`src/rtl/keypad_scanner.sv`:
```
// rtl/keypad_scanner.sv - 4x4 matrix keypad scanner with whole-scan debounce
module keypad_scanner #(
  parameter int CLK_HZ         = 100_000_000,
  parameter int SCAN_HZ        = 1_000,
  parameter int DEBOUNCE_SCANS = 4
) (
  input  logic       clk,
  input  logic       reset,
  input  logic [3:0] keyRow,
  output logic [3:0] keyCol,
  output logic [3:0] keyCode,
  output logic       keyValid,
  output logic       keyHeld
);

  localparam int DIV = CLK_HZ / SCAN_HZ;
  localparam int DW  = (DIV > 1) ? $clog2(DIV) : 1;
  localparam int CW  = $clog2(DEBOUNCE_SCANS + 1);

  localparam logic [DW-1:0] DIV_LAST = DW'(DIV - 1);
  localparam logic [CW-1:0] CNT_DONE = CW'(DEBOUNCE_SCANS);

  typedef enum logic [1:0] {
    IDLE,
    PRESS_WAIT,
    PRESSED,
    RELEASE_WAIT
  } state_t;

  logic [DW-1:0] div_q;
  logic [1:0]    col_q;
  logic [3:0]    row_meta_q, row_sync_q;
  logic          snap_hit_q;
  logic [3:0]    snap_code_q;
  state_t        state_q, state_d;
  logic [3:0]    cand_q, cand_d;
  logic [CW-1:0] cnt_q, cnt_d;
  logic [3:0]    code_q, code_d;
  logic          valid_q, valid_d;
  logic          held_q, held_d;

  logic          tick;
  logic          scan_end;
  logic          samp_hit;
  logic [1:0]    samp_row;
  logic          eval_hit;
  logic [3:0]    eval_code;
  logic [CW-1:0] cnt_inc;

  assign tick     = (div_q == DIV_LAST);
  assign scan_end = tick && (col_q == 2'd3);
  assign cnt_inc  = cnt_q + CW'(1);

  // Tick divider and column counter
  always_ff @(posedge clk or negedge reset) begin
    if (!reset) begin
      div_q <= '0;
      col_q <= 2'd0;
    end else if (tick) begin
      div_q <= '0;
      col_q <= col_q + 2'd1;
    end else begin
      div_q <= div_q + DW'(1);
    end
  end

  // Two-flop synchronizer for the asynchronous row inputs; idle rows read high
  always_ff @(posedge clk or negedge reset) begin
    if (!reset) begin
      row_meta_q <= 4'hF;
      row_sync_q <= 4'hF;
    end else begin
      row_meta_q <= keyRow;
      row_sync_q <= row_meta_q;
    end
  end

  // Lowest active-low row in the current column sample
  always_comb begin
    samp_hit = ~&row_sync_q;
    samp_row = 2'd0;
    for (int i = 3; i >= 0; i--) begin
      if (!row_sync_q[i]) samp_row = 2'(i);
    end
  end

  // Snapshot seen by the FSM folds in the column-3 sample taken at scan end
  always_comb begin
    eval_hit  = snap_hit_q | samp_hit;
    eval_code = snap_hit_q ? snap_code_q : {samp_row, col_q};
  end

  // Per-scan snapshot: first hit wins, cleared at every scan end
  always_ff @(posedge clk or negedge reset) begin
    if (!reset) begin
      snap_hit_q  <= 1'b0;
      snap_code_q <= 4'd0;
    end else if (scan_end) begin
      snap_hit_q  <= 1'b0;
      snap_code_q <= 4'd0;
    end else if (tick && !snap_hit_q && samp_hit) begin
      snap_hit_q  <= 1'b1;
      snap_code_q <= {samp_row, col_q};
    end
  end

  // Debounce FSM state and output registers
  always_ff @(posedge clk or negedge reset) begin
    if (!reset) begin
      state_q <= IDLE;
      cand_q  <= 4'd0;
      cnt_q   <= '0;
      code_q  <= 4'd0;
      valid_q <= 1'b0;
      held_q  <= 1'b0;
    end else begin
      state_q <= state_d;
      cand_q  <= cand_d;
      cnt_q   <= cnt_d;
      code_q  <= code_d;
      valid_q <= valid_d;
      held_q  <= held_d;
    end
  end

  // Debounce FSM next state; only moves on a scan-end tick
  always_comb begin
    state_d = state_q;
    cand_d  = cand_q;
    cnt_d   = cnt_q;
    code_d  = code_q;
    valid_d = 1'b0;
    held_d  = held_q;
    if (scan_end) begin
      case (state_q)
        IDLE: begin
          if (eval_hit) begin
            state_d = PRESS_WAIT;
            cand_d  = eval_code;
            cnt_d   = CW'(1);
          end
        end
        PRESS_WAIT: begin
          if (!eval_hit) begin
            state_d = IDLE;
            cnt_d   = '0;
          end else if (eval_code != cand_q) begin
            cand_d = eval_code;
            cnt_d  = CW'(1);
          end else if (cnt_inc == CNT_DONE) begin
            state_d = PRESSED;
            cnt_d   = '0;
            code_d  = cand_q;
            valid_d = 1'b1;
            held_d  = 1'b1;
          end else begin
            cnt_d = cnt_inc;
          end
        end
        PRESSED: begin
          if (!(eval_hit && eval_code == code_q)) begin
            state_d = RELEASE_WAIT;
            cnt_d   = CW'(1);
          end
        end
        RELEASE_WAIT: begin
          if (eval_hit) begin
            state_d = PRESSED;
            cnt_d   = '0;
          end else if (cnt_inc == CNT_DONE) begin
            state_d = IDLE;
            cnt_d   = '0;
            held_d  = 1'b0;
          end else begin
            cnt_d = cnt_inc;
          end
        end
        default: begin
          state_d = IDLE;
          cnt_d   = '0;
        end
      endcase
    end
  end

  // One-hot-low column drive
  always_comb begin
    case (col_q)
      2'd0:    keyCol = 4'b1110;
      2'd1:    keyCol = 4'b1101;
      2'd2:    keyCol = 4'b1011;
      default: keyCol = 4'b0111;
    endcase
  end

  assign keyCode  = code_q;
  assign keyValid = valid_q;
  assign keyHeld  = held_q;

endmodule

```
`config.mk`:
```
export PLATFORM = sky130hd
export DESIGN_NAME = keypad_scanner
export DESIGN_NICKNAME = d
export VERILOG_FILES = /design/src/rtl/keypad_scanner.sv
export SDC_FILE = /design/constraint.sdc
export NUM_CORES = 1
export LEC_CHECK = 0
export ABC_AREA = 1
export BUFFER_PORTS_ARGS = -buffer_cell sky130_fd_sc_hd__buf_2
export CORE_MARGIN = 2
export CORE_UTILIZATION = 44
export CTS_BUF_LIST = sky130_fd_sc_hd__clkbuf_2 sky130_fd_sc_hd__clkbuf_4 sky130_fd_sc_hd__clkbuf_8
export CTS_CLUSTER_DIAMETER = 120
export CTS_CLUSTER_SIZE = 24
export DETAILED_ROUTE_END_ITERATION = 16
export PLACE_DENSITY = 0.61
export REMOVE_ABC_BUFFERS = 1
export SLEW_MARGIN = 15
export SYNTH_ARGS = -nofsm -noshare
export SYNTH_HDL_FRONTEND = slang
export SYNTH_SLANG_ARGS = --single-unit
```
`constraint.sdc`:
```
create_clock -name clk -period 1.5 [get_ports clk]
set_input_delay 0.15 -clock clk [delete_from_list [all_inputs] [get_ports clk]]
set_output_delay 0.15 -clock clk [all_outputs]
set_load 0.03 [all_outputs]
```
==> flow_summary.ini, run 1 <==
[synth]
synth_edf_count = 0
synth.top_cell.area_share_pct = 38.3
synth-main-ff-cell = dfrtp_1
post-synth-top-area-cell = dfrtp_1
synth_seq_area_share_pct = 46.5
synth-seq-cells = 47
synthTopCellsByArea = dfrtp_1 (38%), nand2_1 (11%), dfstp_2 (8.2%)
avgSynthCellArea_sq_um = 7.97
yosysMostFrequentCell = nand2_1
ys_warn_count = 0
synth.cell_area_sq_um = 2550
synthTopCellsByCount = nand2_1 (73), inv_1 (47), dfrtp_1 (39)
syn_inst = 320
synthArstFlopShare_pct = 100
ys_types = 29

[layout]
num-fill-cells = 473
layout-drive-gt1-share_pct = 47.5
antennaDiodeCount = 0
area_delta_synth_final_pct = 45.0
nets = 419
final_cells = 478
fin_util_pct = 66.8

[setup_path]
crit_path_end_kind = flop
critical_path.max_fanout = 3
worst_ep_required_time_ns = 1.72
arrival_ns = 1.98
worstSetupPathType = flop to flop
start_kind = flop

[floorplan]
rows = 27
die-width_um = 80.1
boundaryPins = 16
die_y_um = 80.1
dieArea_sq_um = 6420
start_util_pct = 46.0
coreArea_sq_um = 5540

[timing]
tns_ns = -4.23
period_minus_slack_ns = 1.76
slew_violations = 0
fin_crit_sh_pct = 117
max_slew_margin_pct = 72.6
fin_ws_ns = -0.258
rsz0062_at_grt = yes
tightest_slew_ns = 0.409
fmax_mhz = 569
skew_ns = 0.00576
final_hold_viol_count = 0
setup_violations = 31

[clocking]
cts_tree = yes
cts_buffer_depth = 2
clk_latency_ns = 0.29
h-tree-depth = 2
cts_root_buf = clkbuf_8
cts_buffers = 5
path_clk_slew_ns = 0.09
numClockSinks = 47

[pwr]
ir_drop_v = 0.000418
power_mw = 2.27
p_per_area_nw_per_um2 = 613
leakage_nw = 1.76

[detailed_routing]
first_pass_iters = 4
vias = 2323
vias_per_cell = 4.86
drc = 0
wl_um = 5980
drtIter0Drc = 113
drt-wirelength-per-cell_um = 12.5
ant_nets = 0

[global_routing]
grt_overflow = 0
antenna_found_initial = 0
grt.total_usage_pct = 20.0
grt_max_degree = 35
grt_pass1_vias = 2283
grt_pass1_wl_um = 10200

[place]
pre_cts_slack_ns = -0.265
dp_hpwl_um = 4130
placed_cells = 452
port_buffers = 15
place.gp.congestion = 0.817

[flow_run]
cap_viol_max_count = 0

[min_path]
hp-class = primary input to async pin

[outcome]
status = finished with violations
violations = negative setup slack
-- what timing repair did --
item,in CTS,in global routing
endpoints found under the setup margin,36,39
cloned,1,0
buffers inserted,4,9
pin swaps,11,33
hold buffers,5,0
resized for setup,39,84
endpoints found under the hold margin,15,0
-- kinds of logic (layout without fill, tap and decap cells) --
logic type	Yosys count	count (layout)	synth area share [%]
AO/OA/AOI/OAI	39	39	8.64
XOR/XNOR	1	1	0.344
adder cells (fa/ha/maj)	8	8	3.93
buffers and inverters	55	140	8.10
flip-flops	47	47	46.5
AND/OR/NAND/NOR	170	171	32.5
-- final cells by class --
type	instances	area, sq um	area share, %
clock buffer	8	104	2.81
inverter	54	225	6.09
multi-input combinational	219	1480	40.0
sequential	47	1190	32.2
tap	72	90.1	2.44
timing repair buffer	78	612	16.5
-- stage by stage --
step / cell area [sq um] / hold WS [ns]
final: 3700 / 0.292
after global routing: 3700 / 0.347
after CTS: 3380 / 0.305
after detailed placement: 3070 / 0.0798
after global placement: 3070 / 0.0876
after floorplan: 2550 / -0.146
-- metal layers --
| layer | GRT usage, % | routed length, um | vias up |
|---|---|---|---|
| met3 | 3.26 | 167 | 6 |
| met2 | 32.4 | 2840 | 34 |
| met4 | 4.92 | 55 | 0 |
| met1 | 28.1 | 2920 | 1095 |
| met5 | 0 | 0 | - |
| li1 | - | - | 1188 |
-- worst max-delay path, stage by stage, from the launching register on --
cell and delay, ns:
dfrtp_1 0.37, ha_2 0.20, nand2_2 0.06, inv_2 0.08
nand2_4 0.07, nor2_8 0.12, buf_6 0.11, nand4_1 0.14
nor2_1 0.14, nand2_1 0.08, nor2_1 0.11, nor2_1 0.05
nor3_2 0.16
-- power breakdown --
| part | leakage (nW) | internal (mW) | total [mW] | switching, mW |
|---|---|---|---|---|
| clock network | 0.0549 | 0.440 | 0.857 | 0.417 |
| registers | 0.610 | 1.29 | 1.29 | 0.00559 |
| logic | 1.10 | 0.0481 | 0.119 | 0.0713 |
| total | 1.76 | 1.77 | 2.27 | 0.494 |
-- state kept, by name, indices dropped and copies added (netlist names), named ones only --
register     cells
div_q           17
col_q            2
snap_hit_q       1
cand_q           4
state_q          1
keyValid         1
keyHeld          1
cnt_q            3
keyCode          4
row_sync_q       4
snap_code_q      4
row_meta_q       4
-- final timing paths --
path                       slack [ns]                      end               startpoint  cells after the start
setup / recovery                -0.26      div_q[14]$_DFF_PN0_       div_q[1]$_DFF_PN0_                     12
hold / removal                   0.29       div_q[7]$_DFF_PN0_                    reset                      2
setup reg to reg                -0.26      div_q[14]$_DFF_PN0_       div_q[1]$_DFF_PN0_                     12
hold reg to reg                  0.36  row_sync_q[2]$_DFF_PN1_  row_meta_q[2]$_DFF_PN1_                      0
max in group asynchronous        0.65  row_meta_q[3]$_DFF_PN1_                    reset                      3
min in group clk                 0.36  row_sync_q[2]$_DFF_PN1_  row_meta_q[2]$_DFF_PN1_                      0
-- cells in the final DEF, fill, tap and decap left out, types with 10 or more instances in the layout --
cell / netlist / final
inv_1: 47 / 41
nor2_4: 2 / 10
nor2_1: 33 / 20
buf_2: 0 / 13
o21ai_1: 8 / 12
buf_4: 0 / 51
nand2_2: 11 / 30
dfrtp_1: 39 / 36
nand2_1: 73 / 48
nand3_1: 24 / 17
nor2_2: 5 / 10
Power figures use the tool's default switching activity.
==> run 2, diff against run 1 <==
==> constraint.sdc (replaced) <==
create_clock -name clk -period 1.5 [get_ports clk]
set_input_delay 0.15 -clock clk [delete_from_list [all_inputs] [get_ports clk]]
set_output_delay 0.15 -clock clk [all_outputs]
set_load 0.02 [all_outputs]
==> flow_summary.ini, run 2 (synthesized netlist as in run 1, its figures left out) <==
[flow_run]
cap_viol_max_count = 0

[setup_path]
crit-reg2reg-launch = div_q[1]$_DFF_PN0_
cp_slowest_cell = dfrtp_1
rrSetupSlack_ns = -0.25
critical_path.max_fanout = 5
crit_path_end_kind = flop
crit_family = simple AND/OR/NAND/NOR gates
r2r_cells = 12
reg2reg_to = keyCode[0]$_DFFE_PN0P_
path_cells = ha_2 -> nand2_2 -> inv_2 -> nand2_4 -> nor2_8 -> nand3_4 -> nor2_4 -> nand2_4 -> nor2_4 -> nand3_4 -> nand2_2 -> o21ai_2
arrival_ns = 1.94
start_kind = flop
worstSetupPathType = flop to flop
crit_buf_inv = 1
cp_slowest_stage_delay_ns = 0.37
worst_ep_required_time_ns = 1.69

[clocking]
path_clk_slew_ns = 0.09
clk_latency_ns = 0.29
cts_buffers = 5
cts_tree = yes
numClockSinks = 47
h-tree-depth = 2
cts_root_buf = clkbuf_8
cts_buffer_depth = 2

[detailed_routing]
drc = 0
vias_per_cell = 4.86
ant_nets = 0
drtIter0Drc = 144
drt-wirelength-per-cell_um = 12.7
wl_um = 6070
first_pass_iters = 4
vias = 2323

[pwr]
leakage_nw = 1.76
clkPwrFrac_pct = 37.8
seq_power_share_pct = 56.8
switching_share_pct = 21.9
p_per_area_nw_per_um2 = 614
switchingPower_mw = 0.499
ir_drop_v = 0.000418
share_comb_of_total_power_pct = 5.3
power.internal_mw = 1.77

[outcome]
status = finished with violations
violations = negative setup slack

[layout]
mostFrequentLayoutCells = buf_4 (51), nand2_1 (48), inv_1 (41), dfrtp_1 (36), nand2_2 (30)
final_common_cell = buf_4
area_delta_synth_final_pct = 45.0
nets = 419
largest_reg_flops = 17
multi_input_area_sq_um = 1490
final_cells = 478
num-fill-cells = 467
layout-drive-gt1-share_pct = 48.0
top_register = div_q
antennaDiodeCount = 0
ff_latch_area_sq_um = 1190

[timing]
slew_violations = 0
tightest_slew_ns = 0.365
tns_ns = -4.16
skew_ns = 0.00750
max_slew_margin_pct = 75.6
setup_violations = 31
fmax_mhz = 571
fin_ws_ns = -0.252
rsz0062_at_grt = yes
fin_crit_sh_pct = 117
final_hold_viol_count = 0
period_minus_slack_ns = 1.75

[global_routing]
grt_pass1_vias = 2283
grt_overflow = 0
antenna_found_initial = 0
grt_pass1_wl_um = 10100
grt.total_usage_pct = 19.9
grt_max_degree = 35

[floorplan]
dieArea_sq_um = 6420
start_util_pct = 46.0
boundaryPins = 16
coreArea_sq_um = 5540
die-width_um = 80.1
rows = 27
die_y_um = 80.1

[min_path]
hp-class = primary input to async pin

[place]
dp_hpwl_um = 4130
placed_cells = 452
place.gp.congestion = 0.817
port_buffers = 15
==> run 2: layout make-up <==
class	count	area share, %
repair buffers	78	16.4
multi-input cells	219	40.2
flip-flops and latches	47	32.2
clock buffers	8	2.81
inverters	54	6.02
well taps	72	2.44
==> run 2: routing by layer <==
layer | track usage, % | part of all wire, % | wire, um | up-vias
met5 | 0 | 0 | 0 | -
met4 | 4.41 | 1.0 | 63 | 0
met3 | 3.15 | 2.8 | 169 | 6
met2 | 32.2 | 48 | 2910 | 40
met1 | 28.1 | 48 | 2930 | 1093
li1 | - | - | - | 1184
==> run 2: what timing repair did <==
item,CTS,global route
hold buffers,5,0
endpoints found under the setup margin,36,39
hold endpoints to repair,15,0
pin swaps,11,30
buffers inserted,5,10
gates resized for setup,44,79
cloned,1,0
==> run 2: metrics by stage <==
stage	hold slack, ns	utilization [%]	power, mW	setup slack, ns	instance area, sq um
after floorplan	-0.146	-	1.35	-0.0800	2550
after global placement	0.0876	55.4	1.40	-0.172	3070
after detailed placement	0.0798	55.4	1.41	-0.265	3070
after CTS	0.305	61.4	2.28	-0.234	3400
after global routing	0.347	66.8	2.36	-0.442	3700
final	0.287	66.8	2.27	-0.252	3700
==> run 2: power groups by stage <==
stage / Clock, mW / Sequential [mW] / Combinational, mW
floorplan: 0 / 1.31 / 0.0328
global placement: 0 / 1.31 / 0.0900
detailed placement: 0 / 1.31 / 0.0906
CTS: 0.883 / 1.29 / 0.109
global route: 0.933 / 1.29 / 0.135
finish: 0.860 / 1.29 / 0.121
==> run 2: how the worst max path moves through the flow <==
stage | start | cells after the start | end | slack (ns)
finish | div_q[1]$_DFF_PN0_ | 12 | keyCode[0]$_DFFE_PN0P_ | -0.25
global placement | div_q[0]$_DFF_PN0_ | 13 | cnt_q[0]$_DFFE_PN0P_ | -0.17
global route | div_q[1]$_DFF_PN0_ | 12 | div_q[14]$_DFF_PN0_ | -0.44
CTS | div_q[1]$_DFF_PN0_ | 11 | div_q[16]$_DFF_PN0_ | -0.23
detailed placement | div_q[1]$_DFF_PN0_ | 13 | cnt_q[2]$_DFFE_PN0P_ | -0.26
floorplan | div_q[0]$_DFF_PN0_ | 12 | keyCode[0]$_DFFE_PN0P_ | -0.08
